File: src/rtl/fifo_wr_arbiter.sv
// Round-robin write arbiter: one requester at a time owns the FIFO write port
// for up to max_burst words, then ownership rotates to the next valid requester.
module fifo_wr_arbiter #(
    parameter int unsigned width     = 8,
    parameter int unsigned n_req     = 4,
    parameter int unsigned max_burst = 4
) (
    input  logic                     w_clk,
    input  logic                     rst_w_n,
    input  logic [n_req-1:0]         req_valid,
    input  logic [n_req*width-1:0]   req_data,
    output logic [n_req-1:0]         req_ready,
    input  logic                     full,
    output logic                     w_en,
    output logic [width-1:0]         w_data,
    output logic [n_req-1:0]         grant,
    output logic [$clog2(n_req)-1:0] grant_id,
    output logic                     busy
);
    localparam int unsigned ID_W  = $clog2(n_req);
    localparam int unsigned CNT_W = $clog2(max_burst) + 1;

    typedef enum logic {
        IDLE,
        GRANT
    } state_t;

    state_t           state_q, state_d;
    logic [n_req-1:0] grant_q, grant_d;
    logic [ID_W-1:0]  grant_id_q, grant_id_d;
    logic [ID_W-1:0]  last_id_q, last_id_d;
    logic [CNT_W-1:0] cnt_q, cnt_d;

    logic             owner_valid;
    logic             xfer;
    logic             hi_found;
    logic             lo_found;
    logic [ID_W-1:0]  hi_id;
    logic [ID_W-1:0]  lo_id;
    logic [ID_W-1:0]  sel_id;

    always_ff @(posedge w_clk) begin
        if (!rst_w_n) begin
            state_q    <= IDLE;
            grant_q    <= '0;
            grant_id_q <= '0;
            last_id_q  <= ID_W'(n_req - 1);
            cnt_q      <= '0;
        end else begin
            state_q    <= state_d;
            grant_q    <= grant_d;
            grant_id_q <= grant_id_d;
            last_id_q  <= last_id_d;
            cnt_q      <= cnt_d;
        end
    end

    // Round-robin pick: lowest valid index above last_id, else lowest valid overall.
    always_comb begin
        hi_found = 1'b0;
        lo_found = 1'b0;
        hi_id    = '0;
        lo_id    = '0;
        for (int i = 0; i < int'(n_req); i++) begin
            if (req_valid[i] && !lo_found) begin
                lo_found = 1'b1;
                lo_id    = ID_W'(i);
            end
            if (req_valid[i] && !hi_found && (ID_W'(i) > last_id_q)) begin
                hi_found = 1'b1;
                hi_id    = ID_W'(i);
            end
        end
        sel_id = hi_found ? hi_id : lo_id;
    end

    // Write-port datapath; everything is forced quiet while reset is asserted.
    always_comb begin
        owner_valid = |(req_valid & grant_q);
        busy        = rst_w_n && (state_q == GRANT);
        xfer        = busy && owner_valid && !full;
        w_en        = xfer;
        req_ready   = xfer ? grant_q : '0;
        w_data      = '0;
        for (int i = 0; i < int'(n_req); i++) begin
            if (busy && (grant_id_q == ID_W'(i))) begin
                w_data = req_data[i*width +: width];
            end
        end
    end

    assign grant    = grant_q;
    assign grant_id = grant_id_q;

    always_comb begin
        state_d    = state_q;
        grant_d    = grant_q;
        grant_id_d = grant_id_q;
        last_id_d  = last_id_q;
        cnt_d      = cnt_q;
        case (state_q)
            IDLE: begin
                if (|req_valid) begin
                    state_d    = GRANT;
                    grant_id_d = sel_id;
                    grant_d    = n_req'(1) << sel_id;
                    cnt_d      = '0;
                end
            end
            GRANT: begin
                if (xfer) begin
                    cnt_d = cnt_q + CNT_W'(1);
                end
                // Release on a burst-completing write or when the owner runs dry.
                if (!owner_valid ||
                    (xfer && ((cnt_q + CNT_W'(1)) == CNT_W'(max_burst)))) begin
                    state_d   = IDLE;
                    grant_d   = '0;
                    last_id_d = grant_id_q;
                end
            end
            default: begin
                state_d = IDLE;
                grant_d = '0;
            end
        endcase
    end

endmodule

File: config.mk
export PLATFORM = sky130hd
export DESIGN_NAME = fifo_wr_arbiter
export DESIGN_NICKNAME = d
export VERILOG_FILES = /design/src/rtl/fifo_wr_arbiter.sv
export SDC_FILE = /design/constraint.sdc
export NUM_CORES = 1
export LEC_CHECK = 0
export CAP_MARGIN = 20
export CORE_ASPECT_RATIO = 1.5
export CORE_MARGIN = 4
export CORE_UTILIZATION = 39
export DETAILED_ROUTE_END_ITERATION = 10
export PLACE_DENSITY = 0.85
export RECOVER_POWER = 100
export SYNTH_ARGS = -nofsm -noshare
export SYNTH_HDL_FRONTEND = slang
export SYNTH_SLANG_ARGS = --single-unit
File: constraint.sdc
create_clock -name w_clk -period 2.48 [get_ports w_clk]
set_input_delay 0.496 -clock w_clk [delete_from_list [all_inputs] [get_ports w_clk]]
set_output_delay 0.496 -clock w_clk [all_outputs]
set_load 0.005 [all_outputs]
# After elaboration in Yosys (flattened, before gate mapping)
# Index checks and enable logic that the tools add are counted.
dict set report classes {
  reduce_logical 34
  addsub 1
  n_mul 0
  n_div 0
  shifts 1
  mux 28
  order_cmp 4
  n_eq_ne 7
  bitwise 2
}
# op n
set op_table {}
lappend op_table {{$mux W8} 4}
lappend op_table {{$logic_and A1 B1 Y1} 18}
lappend op_table {{$mux W4} 3}
lappend op_table {{$mux W1} 11}
lappend op_table {{$mux W2} 5}
lappend op_table {{$logic_not A1 Y1} 8}
lappend op_table {{$pmux W4 S2} 1}
lappend op_table {{$reduce_and A2 Y1} 4}
lappend op_table {{$reduce_or A4 Y1} 2}
lappend op_table {{$mux W3} 2}
lappend op_table {{$pmux W3 S2} 1}
lappend op_table {{$and A4 B4 Y4} 1}
lappend op_table {{$eq A2 B2 Y1 const B} 2}
lappend op_table {{$gt A1 B2 Y1 const A} 2}
lappend op_table {{$gt A2 B2 Y1 const A} 2}
lappend op_table {{$ne A2 B1 Y1 const B} 2}
lappend op_table {{$shl A1 B2 Y4 const A} 1}
lappend op_table {{$add A3 B1 Y3 const B} 1}
lappend op_table {{$eq A3 B3 Y1 const B} 1}
lappend op_table {{$eq A2 B1 Y1 const B} 1}
lappend op_table {{$logic_not A2 Y1} 1}
lappend op_table {{$ne A2 B2 Y1 const B} 1}
lappend op_table {{$pmux W1 S2} 1}
lappend op_table {{$logic_or A1 B1 Y1} 1}
lappend op_table {{$not A1 Y1} 1}
dict set report totals {
  memories 0
  regBits 12
  wordCells 82
  in_bits 39
  latchBits 0
  rom_bits 0
  ramBits 0
}

# Depth between registers and ports, before layout
# Gate-level depths: netlist of run 1.
dict set report logic_depth {
  depth_word 19
  depth_mapped 5
}

# Worst setup path after synthesis of run 1
# OpenSTA, ideal clock, no wires.
dict set report synth_timing {
  kind {register to output}
  startpoint {register grant_id_q[0] (netlist: grant_id[0])}
  endpoint {output port w_data[0]}
  arrival_ns 1.264
  path_slack_ns 0.720
  required_time_ns 1.984
  stages_incl_launch_ff 4
  path_cell_list {dfxtp_1 -> buf_2 -> mux4_2 -> and2_1}
}
dict set report synth_between {
  elab_chain_cells 6
  word_cells_on_any_way 12
  cone_classes {eq/ne (3); mux (4); reduce/logical (5)}
}
# item line_no
set synth_lines {}
lappend synth_lines {{start, declared} 30} ;# logic [ID_W-1:0] grant_id_q, grant_id_d;
lappend synth_lines {{start signal, assigned} 52} ;# grant_id_q <= grant_id_d;
lappend synth_lines {{$logic_not A2 Y1} 86} ;# if (busy && (grant_id_q == ID_W'(i))) begin
lappend synth_lines {{$logic_and A1 B1 Y1} 86}
lappend synth_lines {{$mux W8 (3 in series)} 86}
lappend synth_lines {{$mux W8 *} 86}
lappend synth_lines {{end, declared} 15} ;# output logic [width-1:0] w_data,
# Every way passes the cells marked *; elsewhere a longest branch is shown, timed or not.

# Worst setup path after layout of run 1
dict set report layout_timing {
  startpoint {input port req_data[10]}
  endpoint {output port w_data[2]}
}
dict set report layout_between {
  elab_chain_cells 3
}
# item line_no
set layout_lines {}
lappend layout_lines {{start, declared} 11} ;# input logic [n_req*width-1:0] req_data,
lappend layout_lines {{$mux W8 (3 in series)} 86}
# Every way passes these cells.

==> flow_summary_export.csv, run 1 <==
group,metric,value,unit
cells_and_area,syn2layout_area_growth,74.6,%
floorplanning,start_util,41.5,%
critical_path,crit_type,"in2out",
floorplanning,core_area,0.00229,mm2
synth,synthTopCellsByArea,"dfxtp_1 25%, mux4_2 19%, and2_1 6.6%",
clock_network,clkLatencyLatePin,0.28,ns
timing,drv_slew,0,
cells_and_area,final_area,0.00166,mm2
global_route,grt_max_degree,17,
global_route,antenna_found_initial,0,
timing,setup_viol,0,
critical_path,endpoint_kind,"output pin",
critical_path,path_cells,"clkdlybuf4s50_1, mux4_2, and2_1, clkdlybuf4s50_1",
timing,period_minus_slack,2.44,ns
power_and_ir_drop,comb_power_share,38.1,%
cells_and_area,n_antenna_cell,0,
timing,max_slew.worst_pin.slew,0.703,ns
placed_design,io_buffers,58,
floorplanning,die_y,68.4,um
global_route,grt_usage,21.0,%
route,vias,1054,
global_route,grt_first_pass_wirelength,4870,um
clock_network,cts.reportedPaths.clkPinSlew,0.08,ns
route,drt.antenna.violating_nets,0,
power_and_ir_drop,leakagePower,0.713,nW
power_and_ir_drop,sequentialPowerShare,36.8,%
clock_network,cts_sinks,12,
critical_path,crit_family,"buffers and inverters",
synth,syn_area_per_cell,10.0,um2
critical_path,cp.required,1.98,ns
floorplanning,die_x,48.3,um
synth,synthesis.nets,136,
critical_path,slowest_delay,0.44,ns
floorplanning,die_area,0.00330,mm2
clock_network,holdBufCountCts,0,
critical_path,cp_slowest_cell,"mux4_2",
route,dr.pass1.iters,4,
power_and_ir_drop,intPower,0.456,mW
global_route,grt_pass1_vias,1049,
critical_path,path_common_cell,"clkdlybuf4s50_1",
cells_and_area,layout.nets,209,
worst_hold_path,hold_path_class,"reg2reg",
critical_path,critPathBufInv,2,
route,drc,0,
synth,ys_types,33,
clock_network,cts_buffers,3,
job,drv_cap,0,
cells_and_area,layout-drive-gt1-share,19.2,%
synth,synthCells,95,
clock_network,cts_tree,"built",
route,drtIter0Drc,24,
clock_network,htree_levels,1,
synth,yosysTopAreaCell,"dfxtp_1",
placed_design,placed_cell_area,0.00161,mm2
placed_design,preCtsSetupSlack,-0.168,ns
timing,finalCritPeriodShare,98.2,%
timing,max-slew-margin-rel,52.7,%
power_and_ir_drop,p_clk_share,25.0,%
critical_path,cp-start-kind,"input port",
run_status,status,"finished clean",
power_and_ir_drop,sw_frac_of_total,28.9,%
timing,rsz0062_at_grt,"false",
route,drt-total-wl,3190,um
synth,ys_warn_count,0,
synth,synth_top_cell_area_share,25.3,%
timing,skew,0.00998,ns
floorplanning,rows,21,
route,post_drt_wl_per_cell,16.8,um
critical_path,cp.arrival,1.94,ns
timing,hold_viol_final,0,
power_and_ir_drop,p_switching,0.185,mW
route,vias_per_cell,5.55,
placed_design,place_congestion,0.800,
critical_path,critPathMaxFanout,1,
power_and_ir_drop,p_per_area,387,mW/mm2
timing,fmax,411,MHz
floorplanning,boundaryPins,59,
clock_network,cts_buffer_depth,2,
synth,yosys_register_bits,12,
synth,seq_area_frac_synth,25.3,%
timing,hold_slack,0.510,ns
placed_design,dpl.hpwl,2610,um
global_route,gr-total-overflow,0,
synth,synth_area,950,um2
clock_network,ctsRootBufferMaster,"clkbuf_4",
timing,setup_slack,0.0440,ns
power_and_ir_drop,ir_drop,0.451,mV
## placed cells by master (no fill, tap or decap), types with 2 or more instances in the layout
cell type,netlist,routed
nand3b_1,3,3
a21boi_1,2,2
inv_1,4,4
buf_4,0,9
nand2b_1,2,2
dfxtp_1,12,12
o32ai_1,2,2
nor2_1,1,2
and2_0,0,3
nand2_1,8,7
nor2b_1,6,6
clkbuf_4,0,4
clkbuf_1,1,2
o22ai_1,2,2
a21oi_1,2,2
and2_4,0,3
a31oi_1,3,3
and2_1,10,7
clkdlybuf4s50_1,0,34
o21ai_0,4,4
dlymetal6s2s_1,0,3
ha_1,2,2
mux2i_1,5,5
dlygate4sd3_1,0,10
mux4_2,8,8
clkdlybuf4s25_1,0,2
a22oi_2,1,2
dlygate4sd2_1,0,9
## worst register-to-register path: stages (launching register included)
cell	delay, ns
dfxtp_1	0.35
ha_1	0.16
ha_1	0.16
nand3b_1	0.09
a21boi_0	0.55
mux2i_1	0.25
## power groups by stage
stage	Sequential, mW	Combinational, mW	Clock (mW)
3_3_place_gp	0.237	0.245	0
2_1_floorplan	0.229	0.122	0
6_report	0.236	0.244	0.160
4_1_cts	0.236	0.253	0.162
5_1_grt	0.240	0.265	0.173
3_5_place_dp	0.239	0.253	0
## area by class of cell
| type | instances | area, um2 |
|---|---|---|
| flip-flops and latches | 12 | 240 |
| clock buffers | 4 | 36.3 |
| inverters | 4 | 15.0 |
| repair buffers | 71 | 671 |
| multi-input cells | 76 | 667 |
| fillers | 188 | 628 |
| well taps | 23 | 28.8 |
## metal layers
| metal | vias up | track usage (%) | part of all wire, % |
|---|---|---|---|
| met5 | - | 0 | 0 |
| met4 | 0 | 6.06 | 1.1 |
| met3 | 5 | 6.32 | 13 |
| met2 | 58 | 39.5 | 52 |
| met1 | 491 | 20.7 | 35 |
| li1 | 500 | - | - |
## worst paths after layout
kind,startpoint,end,slack [ns],cells past startpoint
hold / removal,grant[0],grant[0],0.51,2
setup / recovery,req_data[10],w_data[2],0.04,4
hold reg to reg,grant[0],grant[0],0.51,2
setup reg to reg,cnt_q[0],last_id_q[0],0.85,5
## sequential cells by signal, summed over array words and instances (netlist names)
name	flops
cnt_q	3
grant	4
state_q	1
grant_id	2
last_id_q	2
## cells in the mapped netlist (all sizes together)
cell	instances
dfxtp	12
o32ai	2
or3b	1
inv	4
nor2b	6
nor2	2
mux2i	5
a31oi	3
o21ai	4
mux4	8
a22oi	2
a211oi	1
nor4	1
clkbuf	1
nand2b	2
and3b	1
buf	1
o221a	1
nand3b	3
dlygate4sd1	1
and2	14
o22ai	2
o221ai	1
nand2	8
a21oi	2
ha	2
a21boi	3
nand3	1
a21o	1
## cells by family after synthesis
| logic type | count (synthesis) | synth area share [%] |
|---|---|---|
| AOI/OAI and AO/OA | 22 | 18.2 |
| adders and majority gates | 2 | 2.63 |
| buffers and inverters | 7 | 3.42 |
| DFF | 12 | 25.3 |
| muxes | 13 | 24.2 |
| and+or+nand+nor | 39 | 26.2 |
## per-stage QoR
| step | power (mW) | util [%] | instances | TNS [ns] |
|---|---|---|---|---|
| final | 0.641 | 72.5 | 190 | 0 |
| after global routing | 0.678 | 72.5 | 190 | 0 |
| after CTS | 0.652 | 72.8 | 188 | 0 |
| after detailed placement | 0.492 | 70.4 | 182 | -0.666 |
| after global placement | 0.482 | 70.4 | 182 | -0.441 |
| after floorplan | 0.351 | - | 95 | 0 |
## timing repair
item	4_1_cts	5_1_grt
setup endpoints to repair	13	8
pin swaps	4	1
setup buffers	2	2
resized for setup	15	5
No activity file was read; power rests on OpenSTA's default activity.
==> run 2: changes to the inputs <==
- SLEW_MARGIN: unset -> 10
==> results of run 2 <==
Same layout as run 1: the final DEF is identical, and so are final timing and power.
==> run 3: changes to the inputs <==
==> constraint.sdc (replaced) <==
create_clock -name w_clk -period 2.48 [get_ports w_clk]
set_input_delay 0.248 -clock w_clk [delete_from_list [all_inputs] [get_ports w_clk]]
set_output_delay 0.248 -clock w_clk [all_outputs]
set_load 0.005 [all_outputs]
==> run 3 against run 2 <==
Against the previous run: via count down 1.5%; sequential share of layout area is 0.59 points higher; register-to-register slack lost 0.07 ns; cell count shrank 3.7%; global-route usage is 1.2 points lower; setup slack improved by 0.12 ns; die area unchanged; total power is 2.1% lower; critical path type is now reg2out; largest power group is now sequential cells.
==> flow_summary_export.csv, run 3 (synthesized netlist as in run 1, its figures left out) <==
group,metric,value,unit
floorplanning,start_util,41.5,%
cells_and_area,final_cell_mix,"43 x clkdlybuf4s50_1, 15 x dlygate4sd3_1, 11 x dfxtp_1",
route,drt.antenna.violating_nets,0,
clock_network,htree_levels,1,
global_route,use_met3,5.79,%
power_and_ir_drop,intPower,0.451,mW
clock_network,cts_tree,"built",
timing,drv_slew,0,
critical_path,cp.required,2.23,ns
cells_and_area,syn2layout_area_growth,68.6,%
route,drt-total-wl,3150,um
cells_and_area,final_util,70.1,%
global_route,grt_first_pass_wirelength,4770,um
timing,max-slew-margin-rel,38.3,%
power_and_ir_drop,p_per_area,392,mW/mm2
placed_design,placed_cells,179,
floorplanning,rows,21,
clock_network,post_cts_buffers,0,
critical_path,critPathMaxFanout,10,
clock_network,cts_buffer_depth,2,
timing,period_minus_slack,2.32,ns
worst_hold_path,hold_path_class,"reg2reg",
placed_design,dpl.hpwl,2570,um
global_route,use_met1,19.6,%
critical_path,endpoint_kind,"output pin",
power_and_ir_drop,comb_power_share,36.3,%
global_route,gr-total-overflow,0,
global_route,antenna_found_initial,0,
timing,fin_tns_setup,0,ns
clock_network,clkLatencyLatePin,0.28,ns
placed_design,io_buffers,58,
critical_path,crit_type,"reg2out",
floorplanning,die_x,48.3,um
cells_and_area,layout-drive-gt1-share,16.3,%
timing,hold_viol_final,0,
power_and_ir_drop,p_clk_share,24.9,%
floorplanning,core_area,0.00229,mm2
critical_path,worstRegToRegCells,4,
floorplanning,die_area,0.00330,mm2
power_and_ir_drop,finalPower,0.628,mW
placed_design,place_congestion,0.900,
route,drtIter0Drc,30,
run_status,status,"finished clean",
critical_path,cp.arrival,2.07,ns
clock_network,cts_sinks,12,
route,post_drt_wl_per_cell,17.2,um
clock_network,cts.reportedPaths.clkPinSlew,0.08,ns
timing,setup_viol,0,
global_route,grt_pass1_vias,1070,
global_route,grt_max_degree,17,
power_and_ir_drop,ir_drop,0.344,mV
critical_path,cp-startpoint,"grant_id[0]",
timing,finalCritPeriodShare,93.3,%
global_route,met2_usage,36.6,%
timing,fmax,432,MHz
clock_network,ctsRootBufferMaster,"clkbuf_4",
timing,skew,0.00247,ns
power_and_ir_drop,leakagePower,0.624,nW
power_and_ir_drop,sequentialPowerShare,38.8,%
power_and_ir_drop,sw_frac_of_total,28.1,%
route,vias_per_cell,5.67,
global_route,top_usage_layer,"met2",
power_and_ir_drop,p_switching,0.176,mW
cells_and_area,stdcell_count,183,
route,drc,0,
cells_and_area,final_common_cell,"clkdlybuf4s50_1",
critical_path,critPathCapture,"w_data[2]",
clock_network,post_cts_resized,0,
critical_path,r2r_start,"grant[2]",
cells_and_area,layout.nets,202,
global_route,grt_usage,19.9,%
floorplanning,die_y,68.4,um
job,drv_cap,0,
critical_path,r2r_end,"grant[3]",
clock_network,holdBufCountCts,0,
route,vias,1038,
cells_and_area,num-fill-cells,177,
critical_path,cp-start-kind,"flop",
clock_network,cts_buffers,3,
timing,rsz0062_at_grt,"false",
cells_and_area,n_antenna_cell,0,
critical_path,rrSetupSlack,0.78,ns
route,dr.pass1.iters,4,
timing,max_slew.worst_pin.slew,0.917,ns
cells_and_area,largest_reg_flops,4,
floorplanning,boundaryPins,59,
run 3: cell count changes in the layout (fill, tap and decap cells not counted), moves of 2 or more:
| cell | change |
|---|---|
| dlygate4sd2_1 | -9 |
| buf_4 | -4 |
| and2_4 | -3 |
| and2_2 | +3 |
| dlygate4sd3_1 | +5 |
| dlymetal6s2s_1 | -3 |
| clkdlybuf4s25_1 | -2 |
| clkdlybuf4s50_1 | +9 |
run 3: routing by layer:
layer / share of wire (%) / wire, um / vias to the layer above
li1: - / - / 489
met1: 33 / 1030 / 481
met2: 50 / 1570 / 57
met3: 15 / 485 / 11
met4: 2.0 / 64 / 0
met5: 0 / 0 / -
run 3: worst min-delay path by stage:
stage	from	end	slack (ns)	cells past startpoint
after floorplan	full	cnt_q[1]	0.45	3
after global routing	grant[0]	grant[0]	0.54	2
final	grant[0]	grant[0]	0.51	2
after CTS	grant[0]	grant[0]	0.51	2
after global placement	grant[0]	grant[0]	0.48	2
after detailed placement	grant[0]	grant[0]	0.50	2
run 3: per-stage QoR:
step / hold WS (ns) / instance area (um2) / setup WS (ns)
CTS: 0.509 / 1620 / 0.0568
global placement: 0.483 / 1590 / 0.273
floorplan: 0.448 / 950 / 0.968
finish: 0.508 / 1600 / 0.165
detailed placement: 0.497 / 1590 / 0.222
global route: 0.535 / 1600 / 0.0593
run 3: area by class of cell:
class	instances	area, um2	share of cell area [%]
tap	23	28.8	1.80
inverter	4	15.0	0.937
timing repair buffer	64	622	38.8
sequential	12	241	15.1
clock buffer	4	36.3	2.27
multi-input combinational	76	658	41.1
run 3: worst max-delay path, cell delays in order (launching register included):
cell and delay, ns:
dfxtp_2 0.51, mux4_2 0.55, and2_1 0.16, dlygate4sd3_1 0.57
run 3: power by group through the flow:
stage	Clock (mW)	Combinational [mW]	Sequential, mW
detailed placement	0	0.239	0.248
floorplan	0	0.122	0.229
finish	0.156	0.228	0.243
global placement	0	0.232	0.248
global route	0.170	0.246	0.248
CTS	0.157	0.241	0.244
==> RTL edit 1 (flow settings as in run 2) <==
Make the reset (`rst_w_n`) asynchronous in one clocked block.
--- a/src/rtl/fifo_wr_arbiter.sv
+++ b/src/rtl/fifo_wr_arbiter.sv
@@ -41,3 +41,3 @@
 
-    always_ff @(posedge w_clk) begin
+    always_ff @(posedge w_clk or negedge rst_w_n) begin
         if (!rst_w_n) begin
Check against the original RTL: differs if rst_w_n is asserted again (counterexample within 4 cycles, from zero or initial values and one cycle with rst_w_n low); with rst_w_n held inactive, the same outputs for 10 cycles.
==> RTL edit 1 against run 2 <==
Fmax fell by 0.96%; design area rose by 0.23%; worst setup slack lost 0.023 ns; synthesized area is 1.2% higher; critical path depth is the same; sequential cell count unchanged; routed wire length fell by 5.0%; critical path type unchanged; critical endpoint is now w_data[6]; largest cell class unchanged; highest routed layer unchanged.
Power is not compared: it rests on default switching activity, and its combinational part moved more than twofold at a synthesized area within 25%.
==> RTL edit 1: results (changes against run 2) <==
outcome=completed; largest net degree at the start of global routing=14 (-3); Hold/Removal Path Class=in -> async; Post CTS Setup Buffer Count=5 (+3); Post-CTS Resized=11 (-4); amount of wire on met2 after detailed routing=1.57 mm (-4.5%); worst r2r dst=last_id_q[1]; internal reg-to-reg setup slack=0.76 ns (-0.09 ns); critical path launch point=req_data[22]; mean instance size in the synthesized netlist=11.3 um2 (+13%); Synth async-reset ratio=1.00 (+1.00); commonest cells in the netlist=sky130_fd_sc_hd__and2_1 (14), sky130_fd_sc_hd__dfrtp_1 (10), sky130_fd_sc_hd__nand2_1 (10); first-pass GRT wire length=4.98 mm (+2.3%); post-detail-place hpwl=2.47 mm (-5.5%); data arrival time of the critical path=1.96 ns (+0.02 ns); share of cells above drive strength 1=0.228 (+0.0362); Non-Filler Instances=181 (-4.7%); Routability Congestion=0.785 (-1.9%); leading register cell type out of synthesis=sky130_fd_sc_hd__dfrtp_1; clock skew after layout=0.00488 ns (-0.00510 ns); Register-to-Register Path Depth=6 (+1); worst rel slew slack=0.564 (+0.0374); detailed-route vias per instance=5.49 (-1.0%); capturing instance or port of the critical path=w_data[6]; detailed router's first-iteration violation count=23 (-4.2%); # placed instances=170 (-6.6%); fraction of the yosys area taken by sequential cells=0.315 (+0.0621); overall fraction of global-route tracks in use=0.191 (-0.0193); Net Count, Synth=126 (-7.4%); ranking of synthesized cells by area=sky130_fd_sc_hd__dfrtp_1 (26%), sky130_fd_sc_hd__mux4_2 (19%), sky130_fd_sc_hd__and2_1 (9.1%), sky130_fd_sc_hd__dfstp_2 (5.5%), sky130_fd_sc_hd__nand2_1 (3.9%)
## RTL edit 1: cell count changes after synthesis, sizes merged, moves of 3 or more
cell    before  now
mux2i        5    2
a32o         0    3
dfrtp        0   10
a31oi        3    0
buf          1    4
nand3b       3    0
dfxtp       12    0
nor2b        6    0
## RTL edit 1: layout make-up
class / instances / area (um2)
multi-input cells: 64 / 593
well taps: 23 / 28.8
inverters: 5 / 22.5
fillers: 177 / 624
flip-flops and latches: 12 / 307
repair buffers: 72 / 677
repair inverters: 1 / 7.51
clock buffers: 4 / 26.3
## RTL edit 1: through the flow
step	area, um2	TNS [ns]	hold slack (ns)	setup slack [ns]
after floorplan	961	0	0.200	0.712
after global placement	1600	-0.809	0.472	-0.0844
after detailed placement	1600	-1.26	0.498	-0.117
after CTS	1670	0	0.510	0.00303
after global routing	1660	0	0.544	0.00154
final	1660	0	0.495	0.0205
## RTL edit 1: cells by family (layout without fill, tap and decap cells)
| family | count (synthesis) | count (layout) | synth area share |
|---|---|---|---|
| simple gates | 33 | 33 | 0.197 |
| compound gates | 17 | 17 | 0.169 |
| mux | 12 | 12 | 0.240 |
| flops | 12 | 12 | 0.315 |
| buf+inv | 9 | 82 | 0.0534 |
| fa+ha+maj | 2 | 2 | 0.0260 |
## RTL edit 1: worst min-delay path by stage
stage	from	end	slack, ns
after global routing	cnt_q[0]	cnt_q[0]	0.54
after floorplan	rst_w_n	cnt_q[0]	0.20
final	rst_w_n	grant[3]	0.49
after global placement	cnt_q[0]	cnt_q[0]	0.47
after detailed placement	cnt_q[0]	cnt_q[0]	0.50
after CTS	cnt_q[0]	cnt_q[0]	0.51
## RTL edit 1: metal layers
metal / up-vias / track usage
met5: - / 0
met4: 0 / 0.0539
met3: 2 / 0.0430
met2: 64 / 0.364
met1: 464 / 0.212
li1: 464 / -
==> RTL edit 2 (flow settings as in run 2) <==
Without the edit above. `n_req`: 4 -> 8.
--- a/src/rtl/fifo_wr_arbiter.sv
+++ b/src/rtl/fifo_wr_arbiter.sv
@@ -4,3 +4,3 @@
     parameter int unsigned width     = 8,
-    parameter int unsigned n_req     = 4,
+    parameter int unsigned n_req     = 8,
     parameter int unsigned max_burst = 4
Interface: changed (5 resized); port bits go from 59 to 104. The function was not compared with the original's and may differ.
==> RTL edit 2 against run 2 <==
Via count increased by 120%; synthesized area grew 89%; sequential cell count grew 6; design area increased by 97%; worst setup slack worse by 0.022 ns; clock power rose by 54%; total power rose to 3.0 times the old value; routed wire length grew 130%; critical path type unchanged; critical endpoint is now w_data[4].
==> RTL edit 2: results (changes against run 2) <==
overall fraction of global-route tracks in use=0.248 (+0.0379); post-place setup slack=-0.343 ns (-0.175 ns); end-of-flow core utilization=0.724 (-0.00162); leakage component of the power=1.39 nW (+94%); gate count of the mapped netlist=209 (+120%); Hold WS=0.509 ns (-0.00140 ns); Net Count, Synth=286 (+110%); detailed router's first-iteration violation count=108 (+350%); fillers=333 (+77%); capturing instance or port of the critical path=w_data[4]; commonest cells in the netlist=sky130_fd_sc_hd__nor2_1 (21), sky130_fd_sc_hd__nand2_1 (20), sky130_fd_sc_hd__dfxtp_1 (18); Worst Hold Launch=grant[1]; Routability Congestion=0.843 (+5.3%); Register-to-Register Path Depth=6 (+1); delay contributed by the slowest stage of the critical path=0.47 ns (+0.03 ns); detailed-route vias per instance=5.77 (+4.0%); wire length per cell after detailed routing=18.2 um (+8.4%); Combinational Power=1.24 mW (+410%); worst rel slew slack=0.651 (+0.124); Largest register FFs=8 (+4); outcome=completed; port buffer count=103 (+78%); Finished Cell Area=3260 um2 (+97%); sequential share of power=0.221 (-0.147); DRT Pass-1 Iters=5 (+1); internal reg-to-reg setup slack=0.53 ns (-0.32 ns); largest net degree at the start of global routing=13 (-4); share of cells above drive strength 1=0.272 (+0.0803); post-route total power=1.91 mW (+200%); IR drop worst, VDD=431 uV (-4.5%); Cell Area, Placed=3080 um2 (+92%); post-route setup slack=0.0220 ns (-0.0220 ns); ranking of synthesized cells by area=sky130_fd_sc_hd__dfxtp_1 (20%), sky130_fd_sc_hd__mux4_2 (16%), sky130_fd_sc_hd__mux2i_1 (4.5%), sky130_fd_sc_hd__nor2_1 (4.4%), sky130_fd_sc_hd__nand2_1 (4.2%); share of synthesized cell area in full adder, half adder and majority cells=0.0139 (-0.0124); # placed instances=384 (+110%)
[RTL edit 2: changes by cell type in the layout (fill, tap and decap cells not counted), sizes merged, moves of 7 or more]
cell	delta
a21oi	+8
buf	+38
clkdlybuf4s50	+32
dlygate4sd2	+10
nand2	+12
nand2b	+7
nand3	+8
nor2	+19
o21ai	+7
[RTL edit 2: layout make-up]
type                       instances  share of cell area
clock buffer                       4              0.0169
inverter                           5             0.00576
multi-input combinational        172               0.420
sequential                        18               0.111
tap                               48              0.0184
timing repair buffer             154               0.428
[RTL edit 2: routing by layer]
metal	track usage	routed length [um]	vias up
met1	0.261	2720	1097
met2	0.460	3760	112
met4	0.0955	221	0
met5	0	0	-
li1	-	-	1083
met3	0.0644	586	22
[RTL edit 2: what timing repair did]
item / 4_1_cts / 5_1_grt
gates cloned: 1 / 0
pin swaps: 12 / 6
setup endpoints to repair: 17 / 13
gates resized for setup: 58 / 11
setup buffers: 11 / 1
